[config.mk]
export PLATFORM = sky130hd
export DESIGN_NAME = output_route_ctrl
export DESIGN_NICKNAME = d
export VERILOG_FILES = /design/src/rtl/output_route_pkg.sv /design/src/rtl/route_out_slice.sv /design/src/rtl/output_route_ctrl.sv
export SDC_FILE = /design/constraint.sdc
export NUM_CORES = 1
export LEC_CHECK = 0
export ABC_AREA = 1
export ABC_CLOCK_PERIOD_IN_PS = 2000
export CAP_MARGIN = 20
export CORE_UTILIZATION = 35
export CTS_CLUSTER_SIZE = 25
export DETAILED_ROUTE_END_ITERATION = 12
export GPL_TIMING_DRIVEN = 0
export PLACE_DENSITY = 0.65
export SLEW_MARGIN = 15
export SYNTH_ARGS = -nofsm -noshare
export SYNTH_HDL_FRONTEND = slang
export SYNTH_HIERARCHICAL = 1
export SYNTH_SLANG_ARGS = --single-unit
[constraint.sdc]
create_clock -name clk -period 2 [get_ports clk]
set_input_delay 0.4 -clock clk [delete_from_list [all_inputs] [get_ports clk]]
set_output_delay 0.4 -clock clk [all_outputs]
set_load 0.005 [all_outputs]
[src/rtl/output_route_pkg.sv]
// Shared types and constants for the PE-result output router.
package output_route_pkg;

  localparam int unsigned DEF_DATA_WIDTH = 32;
  localparam int unsigned DEF_CNT_WIDTH  = 16;

  localparam logic SEL_FULLY_CONVOL = 1'b0;
  localparam logic SEL_POOLING      = 1'b1;

  typedef enum logic [1:0] {
    IDLE  = 2'd0,
    ROUTE = 2'd1,
    DRAIN = 2'd2,
    DONE  = 2'd3
  } route_state_e;

endpackage

[src/rtl/route_out_slice.sv]
// Single-entry valid/ready output register shared by both destinations.
module route_out_slice #(
  parameter int unsigned DATA_WIDTH = 32
) (
  input  logic                  clk,
  input  logic                  rst_n,
  input  logic                  flush,
  input  logic                  load,
  input  logic [DATA_WIDTH-1:0] load_data,
  input  logic                  take,
  output logic                  out_valid,
  output logic [DATA_WIDTH-1:0] out_data
);

  // Flush wins; a load in the same cycle as a take refills the entry.
  always_ff @(posedge clk or negedge rst_n) begin
    if (!rst_n) begin
      out_valid <= 1'b0;
      out_data  <= '0;
    end else if (flush) begin
      out_valid <= 1'b0;
    end else if (load) begin
      out_valid <= 1'b1;
      out_data  <= load_data;
    end else if (take) begin
      out_valid <= 1'b0;
    end
  end

endmodule

[src/rtl/output_route_ctrl.sv]
// Steers one layer of PE result words to the main buffer or max-pooling unit,
// counting delivered words and pulsing done at layer completion.
module output_route_ctrl
  import output_route_pkg::*;
#(
  parameter int unsigned DATA_WIDTH   = DEF_DATA_WIDTH,
  parameter int unsigned CNT_WIDTH    = DEF_CNT_WIDTH,
  parameter logic        FULLY_CONVOL = SEL_FULLY_CONVOL,
  parameter logic        POOLING      = SEL_POOLING
) (
  input  logic                  clk,
  input  logic                  rst_n,
  input  logic                  cfg_start,
  input  logic                  cfg_mode,
  input  logic [CNT_WIDTH-1:0]  cfg_len,
  input  logic                  cfg_abort,
  output logic                  cfg_idle,
  input  logic                  in_valid,
  input  logic [DATA_WIDTH-1:0] in_data,
  output logic                  in_ready,
  output logic                  sel,
  output logic [DATA_WIDTH-1:0] route_data,
  output logic                  buf_valid,
  input  logic                  buf_ready,
  output logic                  pool_valid,
  input  logic                  pool_ready,
  output logic [CNT_WIDTH-1:0]  word_cnt,
  output logic                  busy,
  output logic                  done
);

  route_state_e         state_q, state_d;
  logic                 mode_q;
  logic [CNT_WIDTH-1:0] len_q;
  logic [CNT_WIDTH-1:0] acc_q;
  logic [CNT_WIDTH-1:0] acc_inc;
  logic                 out_valid;
  logic                 dest_ready;
  logic                 accept;
  logic                 xfer;
  logic                 start_ok;
  logic                 abort_ok;

  assign dest_ready = (mode_q == POOLING) ? pool_ready : buf_ready;
  assign acc_inc    = acc_q + CNT_WIDTH'(1);
  assign accept     = in_valid & in_ready;
  assign xfer       = out_valid & dest_ready;
  assign start_ok   = (state_q == IDLE) & cfg_start;
  assign abort_ok   = (state_q != IDLE) & cfg_abort;

  assign sel        = mode_q;
  assign buf_valid  = out_valid & (mode_q == FULLY_CONVOL);
  assign pool_valid = out_valid & (mode_q == POOLING);

  always_ff @(posedge clk or negedge rst_n) begin
    if (!rst_n) state_q <= IDLE;
    else        state_q <= state_d;
  end

  // Next state and state-decoded outputs; abort overrides every transition.
  always_comb begin
    state_d  = state_q;
    in_ready = 1'b0;
    done     = 1'b0;
    busy     = 1'b1;
    cfg_idle = 1'b0;
    case (state_q)
      IDLE: begin
        busy     = 1'b0;
        cfg_idle = 1'b1;
        if (cfg_start) state_d = (cfg_len != '0) ? ROUTE : DONE;
      end
      ROUTE: begin
        in_ready = (acc_q < len_q) & (!out_valid | dest_ready);
        if (accept && (acc_inc == len_q)) state_d = DRAIN;
      end
      DRAIN: begin
        if (!out_valid || dest_ready) state_d = DONE;
      end
      DONE: begin
        done    = 1'b1;
        state_d = IDLE;
      end
      default: state_d = IDLE;
    endcase
    if (abort_ok) state_d = IDLE;
  end

  // Layer config and counters; cleared only by reset or an accepted start.
  always_ff @(posedge clk or negedge rst_n) begin
    if (!rst_n) begin
      mode_q   <= FULLY_CONVOL;
      len_q    <= '0;
      acc_q    <= '0;
      word_cnt <= '0;
    end else if (start_ok) begin
      mode_q   <= cfg_mode;
      len_q    <= cfg_len;
      acc_q    <= '0;
      word_cnt <= '0;
    end else if (!abort_ok) begin
      if (accept) acc_q    <= acc_inc;
      if (xfer)   word_cnt <= word_cnt + CNT_WIDTH'(1);
    end
  end

  route_out_slice #(
    .DATA_WIDTH (DATA_WIDTH)
  ) u_slice (
    .clk       (clk),
    .rst_n     (rst_n),
    .flush     (abort_ok),
    .load      (accept),
    .load_data (in_data),
    .take      (xfer),
    .out_valid (out_valid),
    .out_data  (route_data)
  );

endmodule
Word level (Yosys, flattened, before mapping)
Index checks and enable logic that the tools add are counted.
- register bits after elaboration: 84
- logic and storage cells: 61
- $add $sub $neg: 2
- magnitude comparators: 1
- eq/ne operators: 8
- mux-type cells: 20
- bitwise gates (word level): 10
- reductions and logical operators: 13
- operators with widths (kind ; count):
    $mux W16 ; 6
    $add A16 B1 Y16 const B ; 2
    $eq A16 B16 Y1 ; 1
    $lt A16 B16 Y1 ; 1
    $reduce_bool A16 Y1 ; 1
    $mux W2 ; 5
    $ne A3 B3 Y1 const B ; 3
    $mux W1 ; 8
    $pmux W2 S4 ; 1
    $and A1 B1 Y1 ; 7
    $reduce_and A2 Y1 ; 3
    $reduce_bool A2 Y1 ; 3
    $eq A2 B2 Y1 const B ; 2
    $reduce_and A3 Y1 ; 1
    $reduce_bool A3 Y1 ; 1
    $eq A2 B1 Y1 const B ; 1
    $logic_not A2 Y1 ; 1
    $ne A2 B2 Y1 const B ; 1
    $not A1 Y1 ; 2
    $logic_and A1 B1 Y1 ; 1
    $logic_not A1 Y1 ; 1
    $logic_or A1 B1 Y1 ; 1
    $or A1 B1 Y1 ; 1

Logic depth before layout (Yosys ltp)
Gate-level depths: netlist of the first run.
- depth in word-level cells: 9
- mapped depth: 16

Cells and area by module
Netlist of the first run, hierarchy kept.
- modules (own cells, without submodules) (module ; times used ; cells an instance ; area each (µm²)):
    output_route_ctrl ; 1 ; 481 ; 3404.5
    route_out_slice ; 1 ; 144 ; 1412.6

Least setup slack after synthesis of the first run
Ideal clock, no wire load.
- path kind: register -> register
- start: reg len_q[9]
- end: reg acc_q[11]
- library setup time: 0.133 ns
- arrival time: 1.864 ns
- data required time: 1.867 ns
- setup slack: 0.004 ns
- cell stages (with the launch flop): 14
- buffers on the path: 1
- clock period less this slack: 1.996 ns
- path through: dfrtp_1 inv_1 ha_1 nand2_1 inv_1 o21ai_0 nand2_1 a21oi_1 nand4_1 nor2_1 nand2_1 nand2_1 buf_4 o22ai_1
- cells in the longest elaborated chain, start to end: 6
- ends and longest elaborated chain (what ; RTL line ; RTL):
    from (decl) ; output_route_ctrl.sv:34 ; logic [CNT_WIDTH-1:0] len_q;
    from (signal assigned) ; output_route_ctrl.sv:98 ; len_q <= cfg_len;
    $lt A16 B16 Y1 ; output_route_ctrl.sv:74 ; in_ready = (acc_q < len_q) & (!out_valid | dest_ready);
    $and A1 B1 Y1 ; output_route_ctrl.sv:74 ;
    $mux W1 ; output_route_ctrl.sv:67 ; case (state_q)
    $and A1 B1 Y1 ; output_route_ctrl.sv:46 ; assign accept = in_valid & in_ready;
    via accept ; output_route_ctrl.sv:39 ; logic accept;
    $reduce_bool A2 Y1 (no line) ; n/a ;
    $reduce_and A2 Y1 (no line) ; n/a ;
    to (signal assigned) ; output_route_ctrl.sv:102 ; if (accept) acc_q <= acc_inc;
    to (decl) ; output_route_ctrl.sv:35 ; logic [CNT_WIDTH-1:0] acc_q;
The timed path passes the listed nets, and every way through them passes these cells.
A chain may end at the register's enable or synchronous reset.

Worst setup path after layout of the first run
- start: reg len_q[10]
- end: reg u_slice.out_data[23]
- cells in the longest elaborated chain, start to end: 5
- ends and longest elaborated chain (what ; RTL line ; RTL):
    $lt A16 B16 Y1 ; output_route_ctrl.sv:74 ;
    $and A1 B1 Y1 ; output_route_ctrl.sv:74 ;
    $mux W1 ; output_route_ctrl.sv:67 ;
    $and A1 B1 Y1 ; output_route_ctrl.sv:46 ;
    via accept ; output_route_ctrl.sv:39 ;
    $reduce_and A2 Y1 (no line) ; n/a ;
    to (signal assigned) ; route_out_slice.sv:24 ; out_data <= load_data;
    to (decl) ; route_out_slice.sv:12 ; output logic [DATA_WIDTH-1:0] out_data
The timed path passes the listed nets, and every way through them passes these cells.

==> metrics, run 1 <==
Die X 119.3 um; largest net degree at the start of global routing 57; Unique masters post-synth 34; YS warnings 6; worst vdd ir 0.9446 mV; Clk pin slew, worst setup/hold paths 0.06 ns; outcome finished with violations; final instance area 7124 um^2; Hold Fails Final Rpt 0; drt wl/cell 14.54 um; Layout Utilization 53.37%; number of buffers created by CTS 9; Psw 3231 uW; drt first-iter violations 293; syn_nets 703; number of clock sinks 84; Remaining Overflow, GRT 0; Worst Path Required 2.23 ns; Min Hold Slack 0.4790 ns; DP Cell Count 912; sequential fraction of the synthesis area 43.64%; Multi-input gate area 2567 um^2; first drt pass iteration count 5; Setup CP Type flop to flop; vias 4750; FF/Latch Area 2105 um^2; fmax 417.8 MHz; CTS H-Tree Depth 3; Switching Fraction 37.69%; Seq pwr share 31.6%; # diodes 0; Yosys reg bits 84; Nets 861; Finished Layout Cells 963; routing usage on met1 23.72%; Port-buffer cells 110; Setup WS post-layout -0.3936 ns; violations in the final reports negative setup slack; relative slew slack 60.61%; clock tree from TritonCTS yes; row cnt 42; clk_lat worst skew 0.35 ns; syn avg cell area 7.707 um^2; CP top delay family simple AND/OR/NAND/NOR gates; Gate power share 48.4%; critical path cell sequence inv_2 -> ha_1 -> nand2_1 -> inv_1 -> o21ai_1 -> nand2_1 -> a21oi_2 -> nand4_1 -> nor2_2 -> buf_6 -> buf_8 -> nand2_8 -> buf_12 -> nand2_2 -> nand2_1; FILL cells 1262; Worst path slowest cell dfrtp_1; Vias/cell 4.933; clock buffer depth 2; antenna violations before repair 0; Synth Instances 625; worst slew pin tran 0.5855 ns; CP startpoint kind flop; gr usage total 20.37%; Max stage delay on crit path 0.42 ns; die area 14240 um^2; total negative setup slack -18.26 ns; Detailed Place HPWL 9.759 mm; Hold Path Class flop to flop; Worst Path Arrival 2.63 ns; routability cong. 0.9150; CTS root buf clkbuf_16; Pins Over Slew Limit 0; Most used DFF post-synth dfrtp_1; Routed WL 14.00 mm; crit share post-route 119.7%; layout cell share with drive strength beyond 1 21.60%; post-route ant nets 0; part of the power in the clock network 20.0%; RSZ-0062 raised after global routing true; max_cap viols 0; crit path max fanout 10; setup violators final 52; core area 13350 um^2; most used cell, CP nand2_1; leak pwr 0.003427 uW; chip height 119.3 um; met2 usage 34.34%; internal power consumption 5341 uW; boundary pin count 111; Starting Density 36.09%; Synth-to-Final Area Change 47.90%; DR DRC count 0; async set-reset flop share out of synthesis 100.0%; Pwr Density 1203 nW/um^2; busiest grt layer met2; DP Area 6163 um^2; global-route wire length before repair 22.96 mm; minimum clock period 2.394 ns; number of synthesized flops with an enable pin 0; met3 Use GR 7.375%; number of global-route vias before repair 4839; Setup Skew 0.005682 ns; worst path bufs/invs 5; element type at the critical path end flop; Netlist Area Pre-Place 4817 um^2
[area by class of cell]
class / instances / share of cell area, %
inverter: 83 / 4.373
clock inverter: 5 / 0.8781
clock buffer: 10 / 3.354
buffer: 18 / 2.582
multi-input combinational: 440 / 36.04
timing repair buffer: 147 / 20.14
tap: 176 / 3.091
sequential: 84 / 29.54
[cells in the mapped netlist, types with 2 or more instances]
cell      count  area (um^2)
nand2_1     181        679.4
clkbuf_1      5        18.77
buf_4         9        67.56
nand4_1      12        75.07
o22ai_1      10        62.56
o21bai_1      2        15.01
buf_12        2        40.04
nor2_2        3        18.77
nand2_2      23        143.9
nor2_1       37        138.9
inv_1        81        304.0
inv_2         2        7.510
ha_1         22        275.3
o21a_1        2        15.01
nor3_1        7        35.03
nand3_1      77        385.4
dfrtp_1      84         2102
a21oi_1      19        95.09
o21ai_0      31        155.2
nor4_1        2        12.51
[layer usage]
metal	wire length, um	up-vias
met5	0	-
met4	351	0
met3	1110	28
met2	6705	185
met1	5833	2211
li1	-	2326
[power groups by stage]
| stage | clock network (uW) | logic [uW] | registers (uW) |
|---|---|---|---|
| finish | 1710 | 4150 | 2710 |
| detailed placement | 0 | 3340 | 2700 |
| CTS | 1750 | 3850 | 2700 |
| floorplan | 0 | 1870 | 2650 |
| global route | 1810 | 4640 | 2770 |
| global placement | 0 | 3280 | 2690 |
[sequential cells by signal (all words and copies together), names as in the netlist]
signal             count
state_q                2
acc_q                 16
len_q                 16
sel                    1
word_cnt              16
u_slice/out_valid      1
u_slice/out_data      32
[layout by cell type, fill, tap and decap left out, types with 9 or more instances in the layout]
cell type / instances
a21oi_1: 15
buf_6: 9
clkbuf_16: 10
buf_4: 32
nand4_1: 12
inv_1: 74
inv_2: 9
ha_1: 18
o21ai_0: 22
clkdlybuf4s50_1: 104
dfrtp_1: 82
nand2_1: 161
nand3_1: 69
nand2_2: 39
nor2_1: 31
nor2_2: 9
o22ai_2: 9
[worst min-delay path: stages (launching register included)]
cell     delay [ns]
dfrtp_1        0.35
nand2_2        0.05
nand2_1        0.04
[repair_timing]
action | CTS | global route
resized for setup | 74 | 43
pin swaps | 15 | 16
endpoints found under the hold margin | 26 | 0
hold buffers | 1 | 0
buffers inserted | 16 | 15
endpoints found under the setup margin | 70 | 75
gates cloned | 4 | 0
[worst paths after layout]
| path | startpoint | end | slack [ns] | cells after the start |
|---|---|---|---|---|
| worst max-delay path | len_q[10] | u_slice/out_data[23] | -0.39 | 15 |
| worst min-delay path | u_slice/out_data[7] | u_slice/out_data[7] | 0.48 | 2 |
| worst max register to register | len_q[10] | u_slice/out_data[23] | -0.39 | 15 |
| worst min register to register | u_slice/out_data[7] | u_slice/out_data[7] | 0.48 | 2 |
| max in group asynchronous | rst_n | acc_q[10] | 0.82 | 3 |
| min in group asynchronous | rst_n | word_cnt[14] | 0.55 | 2 |
[kinds of logic (layout without fill, tap and decap cells)]
family	Yosys count	in the layout	synth area share, %
AOI/OAI and AO/OA	68	68	7.948
xor gates and xnor gates	2	2	0.6494
adders and majority gates	22	22	5.714
buffers and inverters	101	263	9.403
DFF	84	84	43.64
and+or+nand+nor	348	348	32.65
[through the flow]
stage	setup WS, ns	power, uW
after floorplan	0.003829	4522
after global placement	-2.745	5971
after detailed placement	-0.6887	6043
after CTS	-0.4056	8298
after global routing	-0.4875	9218
final	-0.3936	8573
Power figures use the tool's default switching activity.
==> run 2, diff against run 1 <==
--- a/config.mk
+++ b/config.mk
@@ -9,6 +9,7 @@
 export ABC_CLOCK_PERIOD_IN_PS = 2000
 export CAP_MARGIN = 20
 export CORE_UTILIZATION = 35
+export CTS_BUF_LIST = sky130_fd_sc_hd__clkbuf_8
 export CTS_CLUSTER_SIZE = 25
 export DETAILED_ROUTE_END_ITERATION = 12
 export GPL_TIMING_DRIVEN = 0
==> metrics, run 2 (synthesis results as in run 1) <==
outcome finished with violations; violations in the final reports negative setup slack; die area 14240 um^2; Clk pin slew, worst setup/hold paths 0.09 ns; global-route wire length before repair 23.23 mm; Port-buffer cells 110; most common cell after layout, fill and taps aside nand2_1; core area 13350 um^2; Reg-to-Reg End u_slice/out_data[0]; chip height 119.3 um; Finished Layout Cells 968; Setup Skew 0.008693 ns; largest net degree at the start of global routing 57; number of global-route vias before repair 4869; antenna violations before repair 0; relative slew slack 63.34%; drt wl/cell 15.29 um; Starting Density 36.09%; DR DRC count 0; routability cong. 0.9150; worst setup path end u_slice/out_data[0]; Pins Over Slew Limit 0; Nets 866; number of clock sinks 84; internal power consumption 5160 uW; r2r worst-path depth 16; Worst Path Required 2.28 ns; first drt pass iteration count 5; drt first-iter violations 316; setup violators final 55; Hold Path Class flop to flop; Detailed Place HPWL 9.759 mm; Hold Fails Final Rpt 0; most used cell, CP nand2_1; Pwr Density 1173 nW/um^2; Setup WS post-layout -0.4993 ns; FF/Latch Area 2106 um^2; Max stage delay on crit path 0.44 ns; fmax 400.1 MHz; CP startpoint kind flop; gr usage total 20.75%; CTS H-Tree Depth 3; Worst path slowest cell dfrtp_1; Setup CP Type flop to flop; worst slew pin tran 0.5479 ns; Worst Path Arrival 2.78 ns; clock tree from TritonCTS yes; clk_lat worst skew 0.38 ns; most frequent cells in the layout nand2_1 (157), clkdlybuf4s50_1 (104), dfrtp_1 (81); Remaining Overflow, GRT 0; worst vdd ir 0.7625 mV; boundary pin count 111; crit share post-route 125.0%; max_cap viols 0; critical path cell sequence inv_2 -> ha_1 -> nand2_1 -> inv_1 -> o21ai_1 -> nand2_1 -> a21oi_2 -> nand4_1 -> nor2_2 -> buf_6 -> buf_8 -> nand2_8 -> buf_6 -> buf_12 -> nand2_2 -> nand2_1; FILL cells 1230; FF-to-FF setup slack -0.50 ns; register bank with the most flops u_slice/out_data; vias 4882; Die X 119.3 um; max reg flops 32; post-route ant nets 0; final instance area 7248 um^2; Total Power 8500 uW; DP Area 6163 um^2; Routed WL 14.80 mm; # diodes 0; Vias/cell 5.043; Gate power share 52.9%; element type at the critical path end flop; number of buffers created by CTS 9; part of the power in the clock network 15.1%; DP Cell Count 912; Multi-input gate area 2650 um^2; Psw 3341 uW; Switching Fraction 39.30%; clock buffer depth 2; CTS root buf clkbuf_8; Synth-to-Final Area Change 50.47%; CP startpoint len_q[10]; layout cell share with drive strength beyond 1 24.24%; RR Startpoint len_q[10]; leak pwr 0.003466 uW; minimum clock period 2.499 ns; row cnt 42; RSZ-0062 raised after global routing true; Seq pwr share 31.9%; crit path max fanout 6
==> run 2: changes by cell type in the layout (fill, tap and decap cells not counted), sizes merged <==
cell	previous run	this run
buf	51	54
bufbuf	0	1
clkbuf	15	16
==> run 2: power groups by stage <==
stage               Sequential, uW  Clock (uW)  Combinational [uW]
detailed placement            2700           0                3340
CTS                           2690        1320                4030
global route                  2770        1380                4950
finish                        2720        1290                4500
global placement              2690           0                3280
floorplan                     2650           0                1870
==> run 2: layout make-up <==
cell class              count  share of cell area [%]
flip-flops and latches     84                   29.05
inverters                  83                   4.298
clock inverters             5                  0.8631
clock buffers              10                   1.899
repair buffers            153                   21.80
plain buffers              17                   2.486
multi-input cells         440                   36.56
well taps                 176                   3.038
==> run 2: how the worst min path moves through the flow <==
stage / startpoint / to / slack (ns) / cells after the start
after detailed placement: rst_n / word_cnt[15] / 0.36 / 1
after global routing: rst_n / word_cnt[4] / 0.52 / 2
final: u_slice/out_data[31] / u_slice/out_data[31] / 0.49 / 2
after global placement: u_slice/out_data[27] / u_slice/out_data[27] / 0.45 / 2
after CTS: u_slice/out_data[9] / u_slice/out_data[9] / 0.48 / 2
after floorplan: rst_n / acc_q[0] / 0.10 / 0
==> run 2: critical path, delay by kind of cell, from the launching register on <==
family	cells	cell delay (ns)
buffers and inverters	6	0.62
adders and majority gates	1	0.29
AOI/OAI and AO/OA	2	0.21
and+or+nand+nor	7	0.84
DFF	1	0.44
==> run 2: per-stage QoR <==
| stage | setup TNS (ns) | util [%] | hold slack [ns] | setup WS (ns) |
|---|---|---|---|---|
| global placement | -258.00 | 45.99 | 0.4531 | -2.745 |
| global route | -26.82 | 54.30 | 0.5172 | -0.5779 |
| CTS | -18.60 | 51.48 | 0.4847 | -0.4551 |
| detailed placement | -31.49 | 46.18 | 0.3644 | -0.6887 |
| floorplan | 0 | - | 0.1044 | 0.003829 |
| finish | -21.77 | 54.30 | 0.4856 | -0.4993 |
==> run 2: per-layer routing <==
metal / GRT usage [%] / routed length, um
met3: 7.375 / 1073
met1: 23.63 / 6030
met2: 35.54 / 7286
met4: 7.813 / 412
met5: 0 / 0
==> run 2: what timing repair did <==
item | in CTS | in global routing
cloned | 7 | 1
setup endpoints to repair | 70 | 76
gates resized for setup | 90 | 60
hold endpoints to repair | 28 | 0
setup buffers | 16 | 18
hold buffers | 1 | 0
pin swaps | 15 | 38
==> run 3, diff against run 2 <==
==> constraint.sdc (replaced) <==
create_clock -name clk -period 2 [get_ports clk]
set_input_delay 0.4 -clock clk [delete_from_list [all_inputs] [get_ports clk]]
set_output_delay 0.4 -clock clk [all_outputs]
set_load 0.02 [all_outputs]
==> metrics, run 3 (synthesis results as in run 1) <==
minimum clock period 2.449 ns; crit path max fanout 5; RSZ-0062 raised after global routing true; Routed WL 14.58 mm; most common cell after layout, fill and taps aside nand2_1; Clk pin slew, worst setup/hold paths 0.09 ns; total negative setup slack -20.56 ns; clk_lat worst skew 0.38 ns; violations in the final reports negative setup slack; Die X 119.3 um; DR DRC count 0; WL met1 5.908 mm; boundary pin count 111; CTS root buf clkbuf_8; most frequent cells in the layout nand2_1 (155), clkdlybuf4s50_1 (103), dfrtp_1 (81); crit share post-route 122.4%; first drt pass iteration count 4; outcome finished with violations; drt first-iter violations 235; CP top delay family simple AND/OR/NAND/NOR gates; RR Startpoint acc_q[1]; vias 4834; FILL cells 1209; CP startpoint kind flop; core area 13350 um^2; setup violators final 54; Nets 884; Detailed Place HPWL 9.759 mm; Setup CP Type flop to flop; DP Cell Count 912; met2 wire length 7.196 mm; Total Power 9170 uW; Hold Fails Final Rpt 0; worst path bufs/invs 5; global-route wire length before repair 23.60 mm; antenna violations before repair 0; max reg flops 32; Worst Path Required 2.28 ns; Finished Layout Cells 987; Vias/cell 4.898; most used cell, CP nand2_1; chip height 119.3 um; Setup Skew 0.01277 ns; Pwr Density 1223 nW/um^2; Pins Over Slew Limit 0; worst slew pin tran 0.5757 ns; Setup WS post-layout -0.4487 ns; Synth-to-Final Area Change 55.66%; max_cap viols 0; fmax 408.4 MHz; largest net degree at the start of global routing 58; CTS H-Tree Depth 3; post-route ant nets 0; critical path cell sequence ha_4 -> inv_2 -> nor2_1 -> o21bai_1 -> nand2_1 -> nand2_1 -> nand2_1 -> nand2_1 -> nand4_1 -> buf_4 -> nor2_4 -> buf_6 -> buf_6 -> nand2_4 -> buf_12 -> nand2_2 -> nand2_1; number of global-route vias before repair 4990; Max stage delay on crit path 0.43 ns; Remaining Overflow, GRT 0; leak pwr 0.003558 uW; met3 WL post-DR 1.007 mm; Port-buffer cells 110; number of clock sinks 84; clock tree from TritonCTS yes; top layer in use met4; drt wl/cell 14.77 um; register bank with the most flops u_slice/out_data; number of buffers created by CTS 9; element type at the critical path end flop; worst vdd ir 0.9003 mV; Hold Path Class input port to asynchronous set/reset pin; Worst Path Arrival 2.73 ns; die area 14240 um^2; row cnt 42; clock buffer depth 2; CP startpoint acc_q[1]; gr usage total 21.14%; routability cong. 0.9092; relative slew slack 61.27%; # diodes 0; Worst path slowest cell dfrtp_1; layout cell share with drive strength beyond 1 28.48%; Starting Density 36.09%
## run 3: cell types whose count changed in the layout (fill, tap and decap cells not counted), moves of 5 or more
| cell | previous run | this run |
|---|---|---|
| buf_4 | 28 | 42 |
| nor2_4 | 1 | 6 |
| nor2_1 | 32 | 26 |
| inv_1 | 74 | 69 |
| buf_6 | 14 | 20 |
| nand2_4 | 7 | 14 |
## run 3: final timing paths
check	endpoint	slack, ns	cells after the start
max in group asynchronous	sel	0.89	3
min reg2reg	u_slice/out_data[31]	0.48	2
max	u_slice/out_data[6]	-0.45	17
min	len_q[4]	0.48	2
max reg2reg	u_slice/out_data[6]	-0.45	17
min in group clk	u_slice/out_data[31]	0.48	2
## run 3: worst reg2reg max path, stage by stage, from the launching register on
cell,delay [ns]
dfrtp_1,0.43
ha_4,0.25
inv_2,0.04
nor2_1,0.03
o21bai_1,0.16
nand2_1,0.08
nand2_1,0.06
nand2_1,0.07
nand2_1,0.08
nand4_1,0.19
buf_4,0.22
nor2_4,0.16
buf_6,0.17
buf_6,0.10
nand2_4,0.06
buf_12,0.15
nand2_2,0.05
nand2_1,0.04
## run 3: through the flow
step	utilization, %	hold slack, ns	instance area (um^2)	setup slack [ns]
after detailed placement	46.19	0.3582	6166	-0.6254
final	56.18	0.4828	7498	-0.4487
after floorplan	-	0.1044	4820	0.003828
after global routing	56.18	0.5096	7498	-0.5914
after global placement	46.01	0.4528	6141	-2.704
after CTS	53.15	0.4863	7094	-0.3551
## run 3: report_power, final
part	leakage [uW]	total [uW]	internal, uW	switching, uW
combinational	0.00238	5250	2480	2770
sequential	0.00109	2730	2260	474
clock	0.0000933	1180	496	687
total	0.00356	9170	5230	3940
## run 3: per-layer routing
layer  track usage [%]  vias to the layer above
met5                 0                        -
met2             35.57                      150
met3             5.268                       31
met4             11.17                        0
met1             24.79                     2271
li1                  -                     2382
## run 3: repair_timing
item,CTS,global route
hold buffers,1,0
resized for setup,102,86
hold endpoints to repair,27,0
gates cloned,8,0
pin swaps,18,29
buffers inserted,37,14
endpoints found under the setup margin,80,76
## run 3: area by class of cell
class                           instances  area (um^2)  area share (%)
Buffer                                 17        181.4           2.419
Clock buffer                           10        137.6           1.835
Clock inverter                          6        47.55          0.6341
Sequential cell                        84         2106           28.08
Multi-Input combinational cell        441         2789           37.19
Tap cell                              176        220.2           2.937
Timing Repair Buffer                  170         1703           22.71
Inverter                               83        314.1           4.188
